$ cat src/rtl/keccak_feeder_pkg.sv
// Shared types and constants for the keccak byte feeder.
package keccak_feeder_pkg;

    localparam int WORD_BYTES = 8;
    localparam int BYTE_NUM_W = 3;
    localparam int CNT_W      = 4;

    typedef enum logic [2:0] {
        ST_FILL,
        ST_EMIT,
        ST_EMIT_FULL_THEN_EMPTY,
        ST_EMIT_LAST,
        ST_DONE
    } state_e;

    // Place a byte into its big-endian lane; lane 0 is bits [63:56].
    function automatic logic [8*WORD_BYTES-1:0] merge_lane(
        input logic [8*WORD_BYTES-1:0] word,
        input logic [7:0]              data_byte,
        input logic [CNT_W-1:0]        lane
    );
        logic [8*WORD_BYTES-1:0] merged;
        merged = word;
        merged[8*(WORD_BYTES-1-int'(lane)) +: 8] = data_byte;
        return merged;
    endfunction

endpackage

$ cat src/rtl/keccak_byte_packer.sv
// Assembly register and lane counter; packs bytes big-endian into a word.
module keccak_byte_packer
    import keccak_feeder_pkg::*;
(
    input  logic                    clk,
    input  logic                    reset,
    input  logic                    accept,
    input  logic                    clear,
    input  logic [7:0]              data_byte,
    output logic [8*WORD_BYTES-1:0] word,
    output logic [CNT_W-1:0]        count
);

    logic [8*WORD_BYTES-1:0] asm_q;
    logic [CNT_W-1:0]        cnt_q;

    // word includes the byte being accepted this cycle so the top can latch a
    // completed word on the same edge.
    always_comb begin
        word  = accept ? merge_lane(asm_q, data_byte, cnt_q) : asm_q;
        count = cnt_q;
    end

    // NOTE: sequential state uses non-blocking assignments only, so every
    // register samples the pre-edge values of the others.
    // NOTE: the assembly register is reset and cleared because the zero-fill of
    // a short final word relies on unused lanes already being zero.
    always_ff @(posedge clk or negedge reset) begin
        if (!reset) begin
            asm_q <= '0;
            cnt_q <= '0;
        end else if (clear) begin
            asm_q <= '0;
            cnt_q <= '0;
        end else if (accept) begin
            asm_q <= word;
            cnt_q <= cnt_q + 1'b1;
        end
    end

endmodule

$ cat src/rtl/keccak_byte_feeder.sv
// Byte-stream front end for the 64-bit keccak core: packs, hands off, pads.
// Optional macro KECCAK_FEEDER_LEN_CNT_EN adds the msg_len byte counter.
module keccak_byte_feeder
    import keccak_feeder_pkg::*;
#(
    parameter int LEN_W = 16
) (
    input  logic                    clk,
    input  logic                    reset,
    input  logic                    clear,
    input  logic [7:0]              s_data,
    input  logic                    s_valid,
    input  logic                    s_last,
    output logic                    s_ready,
    output logic [8*WORD_BYTES-1:0] k_in,
    output logic                    k_in_ready,
    output logic                    k_is_last,
    output logic [BYTE_NUM_W-1:0]   k_byte_num,
    input  logic                    k_buffer_full,
    output logic                    done
`ifdef KECCAK_FEEDER_LEN_CNT_EN
    ,
    output logic [LEN_W-1:0]        msg_len
`endif
);

    if (LEN_W < 4) begin : g_len_w_check
        $error("keccak_byte_feeder: LEN_W must be at least 4");
    end

    state_e                  state_q, state_d;
    logic [8*WORD_BYTES-1:0] k_in_q, k_in_d;
    logic                    k_is_last_q, k_is_last_d;
    logic [BYTE_NUM_W-1:0]   k_byte_num_q, k_byte_num_d;

    logic                    accept;
    logic                    consume;
    logic                    pk_clear;
    logic [8*WORD_BYTES-1:0] pk_word;
    logic [CNT_W-1:0]        pk_count;
    logic [CNT_W-1:0]        new_count;

    // Handshake outputs decode the registered state only, so k_buffer_full
    // never reaches an output combinationally.
    assign s_ready    = (state_q == ST_FILL);
    assign k_in_ready = (state_q == ST_EMIT) || (state_q == ST_EMIT_FULL_THEN_EMPTY)
                     || (state_q == ST_EMIT_LAST);
    assign done       = (state_q == ST_DONE);
    assign k_in       = k_in_q;
    assign k_is_last  = k_is_last_q;
    assign k_byte_num = k_byte_num_q;

    assign accept    = s_valid && s_ready;
    assign consume   = k_in_ready && !k_buffer_full;
    assign new_count = pk_count + 1'b1;

    keccak_byte_packer u_packer (
        .clk       (clk),
        .reset     (reset),
        .accept    (accept),
        .clear     (pk_clear),
        .data_byte (s_data),
        .word      (pk_word),
        .count     (pk_count)
    );

    // NOTE: every always_comb output gets a default first so no path through
    // the case statement can infer a latch.
    always_comb begin
        state_d      = state_q;
        k_in_d       = k_in_q;
        k_is_last_d  = k_is_last_q;
        k_byte_num_d = k_byte_num_q;
        pk_clear     = 1'b0;
        unique case (state_q)
            ST_FILL: begin
                if (accept && (s_last || new_count == CNT_W'(WORD_BYTES))) begin
                    pk_clear     = 1'b1;
                    k_in_d       = pk_word;
                    k_is_last_d  = 1'b0;
                    k_byte_num_d = '0;
                    if (!s_last) begin
                        state_d = ST_EMIT;
                    end else if (new_count == CNT_W'(WORD_BYTES)) begin
                        state_d = ST_EMIT_FULL_THEN_EMPTY;
                    end else begin
                        k_is_last_d  = 1'b1;
                        k_byte_num_d = new_count[BYTE_NUM_W-1:0];
                        state_d      = ST_EMIT_LAST;
                    end
                end
            end
            ST_EMIT: begin
                if (consume) state_d = ST_FILL;
            end
            ST_EMIT_FULL_THEN_EMPTY: begin
                // The padder needs an empty terminating word after a whole-word message.
                if (consume) begin
                    k_in_d       = '0;
                    k_is_last_d  = 1'b1;
                    k_byte_num_d = '0;
                    state_d      = ST_EMIT_LAST;
                end
            end
            ST_EMIT_LAST: begin
                if (consume) state_d = ST_DONE;
            end
            ST_DONE: begin
                if (clear) begin
                    pk_clear = 1'b1;
                    state_d  = ST_FILL;
                end
            end
            default: state_d = ST_FILL;
        endcase
    end

    always_ff @(posedge clk or negedge reset) begin
        if (!reset) begin
            state_q      <= ST_FILL;
            k_in_q       <= '0;
            k_is_last_q  <= 1'b0;
            k_byte_num_q <= '0;
        end else begin
            state_q      <= state_d;
            k_in_q       <= k_in_d;
            k_is_last_q  <= k_is_last_d;
            k_byte_num_q <= k_byte_num_d;
        end
    end

`ifdef KECCAK_FEEDER_LEN_CNT_EN
    logic [LEN_W-1:0] len_q;

    always_ff @(posedge clk or negedge reset) begin
        if (!reset) begin
            len_q <= '0;
        end else if (done && clear) begin
            len_q <= '0;
        end else if (accept && (len_q != {LEN_W{1'b1}})) begin
            len_q <= len_q + 1'b1;
        end
    end

    assign msg_len = len_q;
`endif

endmodule

$ cat config.mk
export PLATFORM = sky130hd
export DESIGN_NAME = keccak_byte_feeder
export DESIGN_NICKNAME = d
export VERILOG_FILES = /design/src/rtl/keccak_feeder_pkg.sv /design/src/rtl/keccak_byte_packer.sv /design/src/rtl/keccak_byte_feeder.sv
export SDC_FILE = /design/constraint.sdc
export NUM_CORES = 1
export LEC_CHECK = 0
export CAP_MARGIN = 30
export CORE_UTILIZATION = 55
export CTS_BUF_LIST = sky130_fd_sc_hd__clkbuf_8 sky130_fd_sc_hd__clkbuf_16
export DETAILED_ROUTE_END_ITERATION = 12
export HOLD_SLACK_MARGIN = 0.12
export PLACE_DENSITY = 0.82
export SETUP_SLACK_MARGIN = 0.02
export SYNTH_ARGS = -nofsm -noshare
export SYNTH_HDL_FRONTEND = slang
export SYNTH_SLANG_ARGS = --single-unit
$ cat constraint.sdc
create_clock -name clk -period 4.9 [get_ports clk]
set_clock_uncertainty 0.1 [all_clocks]
set_input_delay 0.98 -clock clk [delete_from_list [all_inputs] [get_ports clk]]
set_output_delay 0.98 -clock clk [all_outputs]
set_load 0.01 [all_outputs]
==> impl_metrics.toml <==
[status]
status = "finished, final reports clean"

[yosys]
synth_edf_count = 0
synthMuxAreaShare = 0.1136
avgSynthCellArea_um2 = 12.53
synthFlopType = "dfrtp_1"
syn_inst = 489
synth_seq_cells = 139
syn_area_mm2 = 0.006126
synth_area_leaders = "dfrtp_1 (57%), mux2i_1 (11%), o2bb2ai_1 (8.7%)"
synth_top_cell_by_area = "dfrtp_1"
synth_top_area_share = 0.5678
yosys.area_share.simple = 0.09600
synth_warnings = 0
synth_top_family_by_area = "compound AO/OA/AOI/OAI gates"
synthAdderAreaFrac = 0.01021
ys_types = 43
synth_nets = 508
synth-xor-area-share = 0.004085
synth_compound_area_frac = 0.1724
ys_seq_area_frac = 0.5678
ys_async_sr_fraction = 1.000

[timing]
finalSetupTns_ns = 0
relSlewSlack = 0.3190
hold_viol_final = 0
whs_ns = 0.1715
fin_crit_ns = 3.720
final-setup-viol-count = 0
tightestPinTransition_ns = 1.019
rsz0062_at_grt = "false"
max_freq_ghz = 0.2688
finalMaxSlewViolations = 0
period_share = 0.7591

[route]
via_per_inst = 6.095
wirelength_mm = 14.57
route.detailed.drc = 0
firstDrtPassIters = 5
drtIter0Drc = 318
vias = 4376
ant_nets = 0
wl_per_cell_um = 20.30

[power]
p_leak_nw = 3.247
ir_worst_vdd_mv = 0.3939
powerDensity_mw_per_mm2 = 492.6
fin_total_pwr_w = 0.003776

[clocking]
cts_setup_buffers = 0
cts_sinks = 139
root_buffer = "clkbuf_8"
cts.path.max_buffers = 2
hold_buffers = 0
path_clk_slew_ns = 0.06
numCtsBuffers = 17
worstSkewPairLatency_ns = 0.52
h-tree-depth = 4
cts_resized = 0
cts_tree = "done"

[floorplan]
initial_utilization = 0.5651
dieArea_mm2 = 0.01156
die_height_um = 107.5
boundaryPins = 85
fp-row-count = 38
die_x_um = 107.5
coreArea_mm2 = 0.01084

[worst_setup_path]
required_ns = 5.18
path_class = "register to register"
worstPathMaxFanout = 17
critPathArrivalTime_ns = 4.00
startpoint_type = "register"
crit_path_end_kind = "register"

[global_routing]
grt_pass1_vias = 4440
grtUsageTotal = 0.2746
grt_overflow = 0
grt_antenna_before_repair = 0
grt_max_degree = 112
grt_pass1_wl_mm = 23.77

[cells_and_area]
final_cell_mix = "dfrtp_1 (139), clkdlybuf4s50_1 (83), mux2i_1 (65)"
area_growth_pct = 25.14
post_route_cells_drive_above_1_share = 0.1401
layout.nets = 584
fill_cells = 722
diodes = 0
final_common_cell = "dfrtp_1"

[worst_hold_path]
hp-class = "input port to async pin"

[place]
place_congestion = 0.9139
dp_hpwl_mm = 9.121
port_buffers = 84

[flow_run]
cap_viol_max_count = 0
[metal layers]
layer	wire (µm)	GRT usage
met1	6745	0.3855
met3	745	0.05872
met4	342	0.1174
met5	0	0
met2	6740	0.4144
[power by group]
part	leakage, nW	switching (W)	internal, W
sequential	1.92	0.000115	0.00131
combinational	1.05	0.000706	0.000418
clock	0.275	0.000481	0.000743
total	3.25	0.00130	0.00247
[through the flow]
| stage | utilization | std cells | cell area (µm²) | setup slack [ns] |
|---|---|---|---|---|
| floorplan | - | 489 | 6126 | 1.700 |
| global placement | 0.6517 | 684 | 7064 | 1.330 |
| detailed placement | 0.6517 | 684 | 7064 | 1.241 |
| CTS | 0.7039 | 716 | 7631 | 1.212 |
| global route | 0.7072 | 718 | 7666 | 0.9551 |
| finish | 0.7072 | 718 | 7666 | 1.180 |
[synth_stat cells (7+ instances only)]
cell type and instances:
a21oi_1 9, a22o_1 7, clkbuf_1 22, dfrtp_1 139
inv_1 9, mux2i_1 65, nand2_1 11, nand2b_1 7
nand3_1 11, nor2_1 45, nor2b_1 10, o21ai_0 11
o2bb2ai_1 61, o2bb2ai_2 16
[critical path, stage by stage, from the launching register on]
cell and delay [ns]:
dfrtp_1 0.48, ha_1 0.38, nand3_1 0.15, ha_1 0.47, or4bb_1 0.78, nor4_4 0.75
mux2i_1 0.38, o2bb2ai_2 0.08
[logic make-up (layout without fill, tap and decap cells)]
group,Yosys count,count (layout)
buf+inv,48,137
simple gates,106,106
fa+ha+maj,5,5
compound gates,120,120
flops,139,139
mux,69,69
xor+xnor,2,2
[sequential cells by signal (all words and copies together), names as in the netlist]
| signal | count |
|---|---|
| u_packer.asm_q | 64 |
| k_byte_num | 3 |
| k_in | 64 |
| k_is_last | 1 |
| state_q | 3 |
| u_packer.count | 4 |
[final timing paths]
check,from,end,slack [ns],cells past startpoint
min reg2reg,k_in[1],k_in[1],0.39,1
max,u_packer.count[0],k_in[24],1.18,7
max in group asynchronous,reset,u_packer.asm_q[3],3.84,2
min,reset,k_in[38],0.17,1
min in group clk,k_in[1],k_in[1],0.39,1
max reg2reg,u_packer.count[0],k_in[24],1.18,7
[cell type report]
| type | instances | area, µm² | share of cell area |
|---|---|---|---|
| clock buffers | 19 | 441.7 | 0.05761 |
| clock inverters | 13 | 125.1 | 0.01632 |
| inverters | 9 | 33.78 | 0.004407 |
| multi-input cells | 302 | 2460 | 0.3209 |
| flip-flops and latches | 139 | 3478 | 0.4537 |
| well taps | 140 | 175.2 | 0.02285 |
| repair buffers | 96 | 952.2 | 0.1242 |
Power figures use the tool's default switching activity.
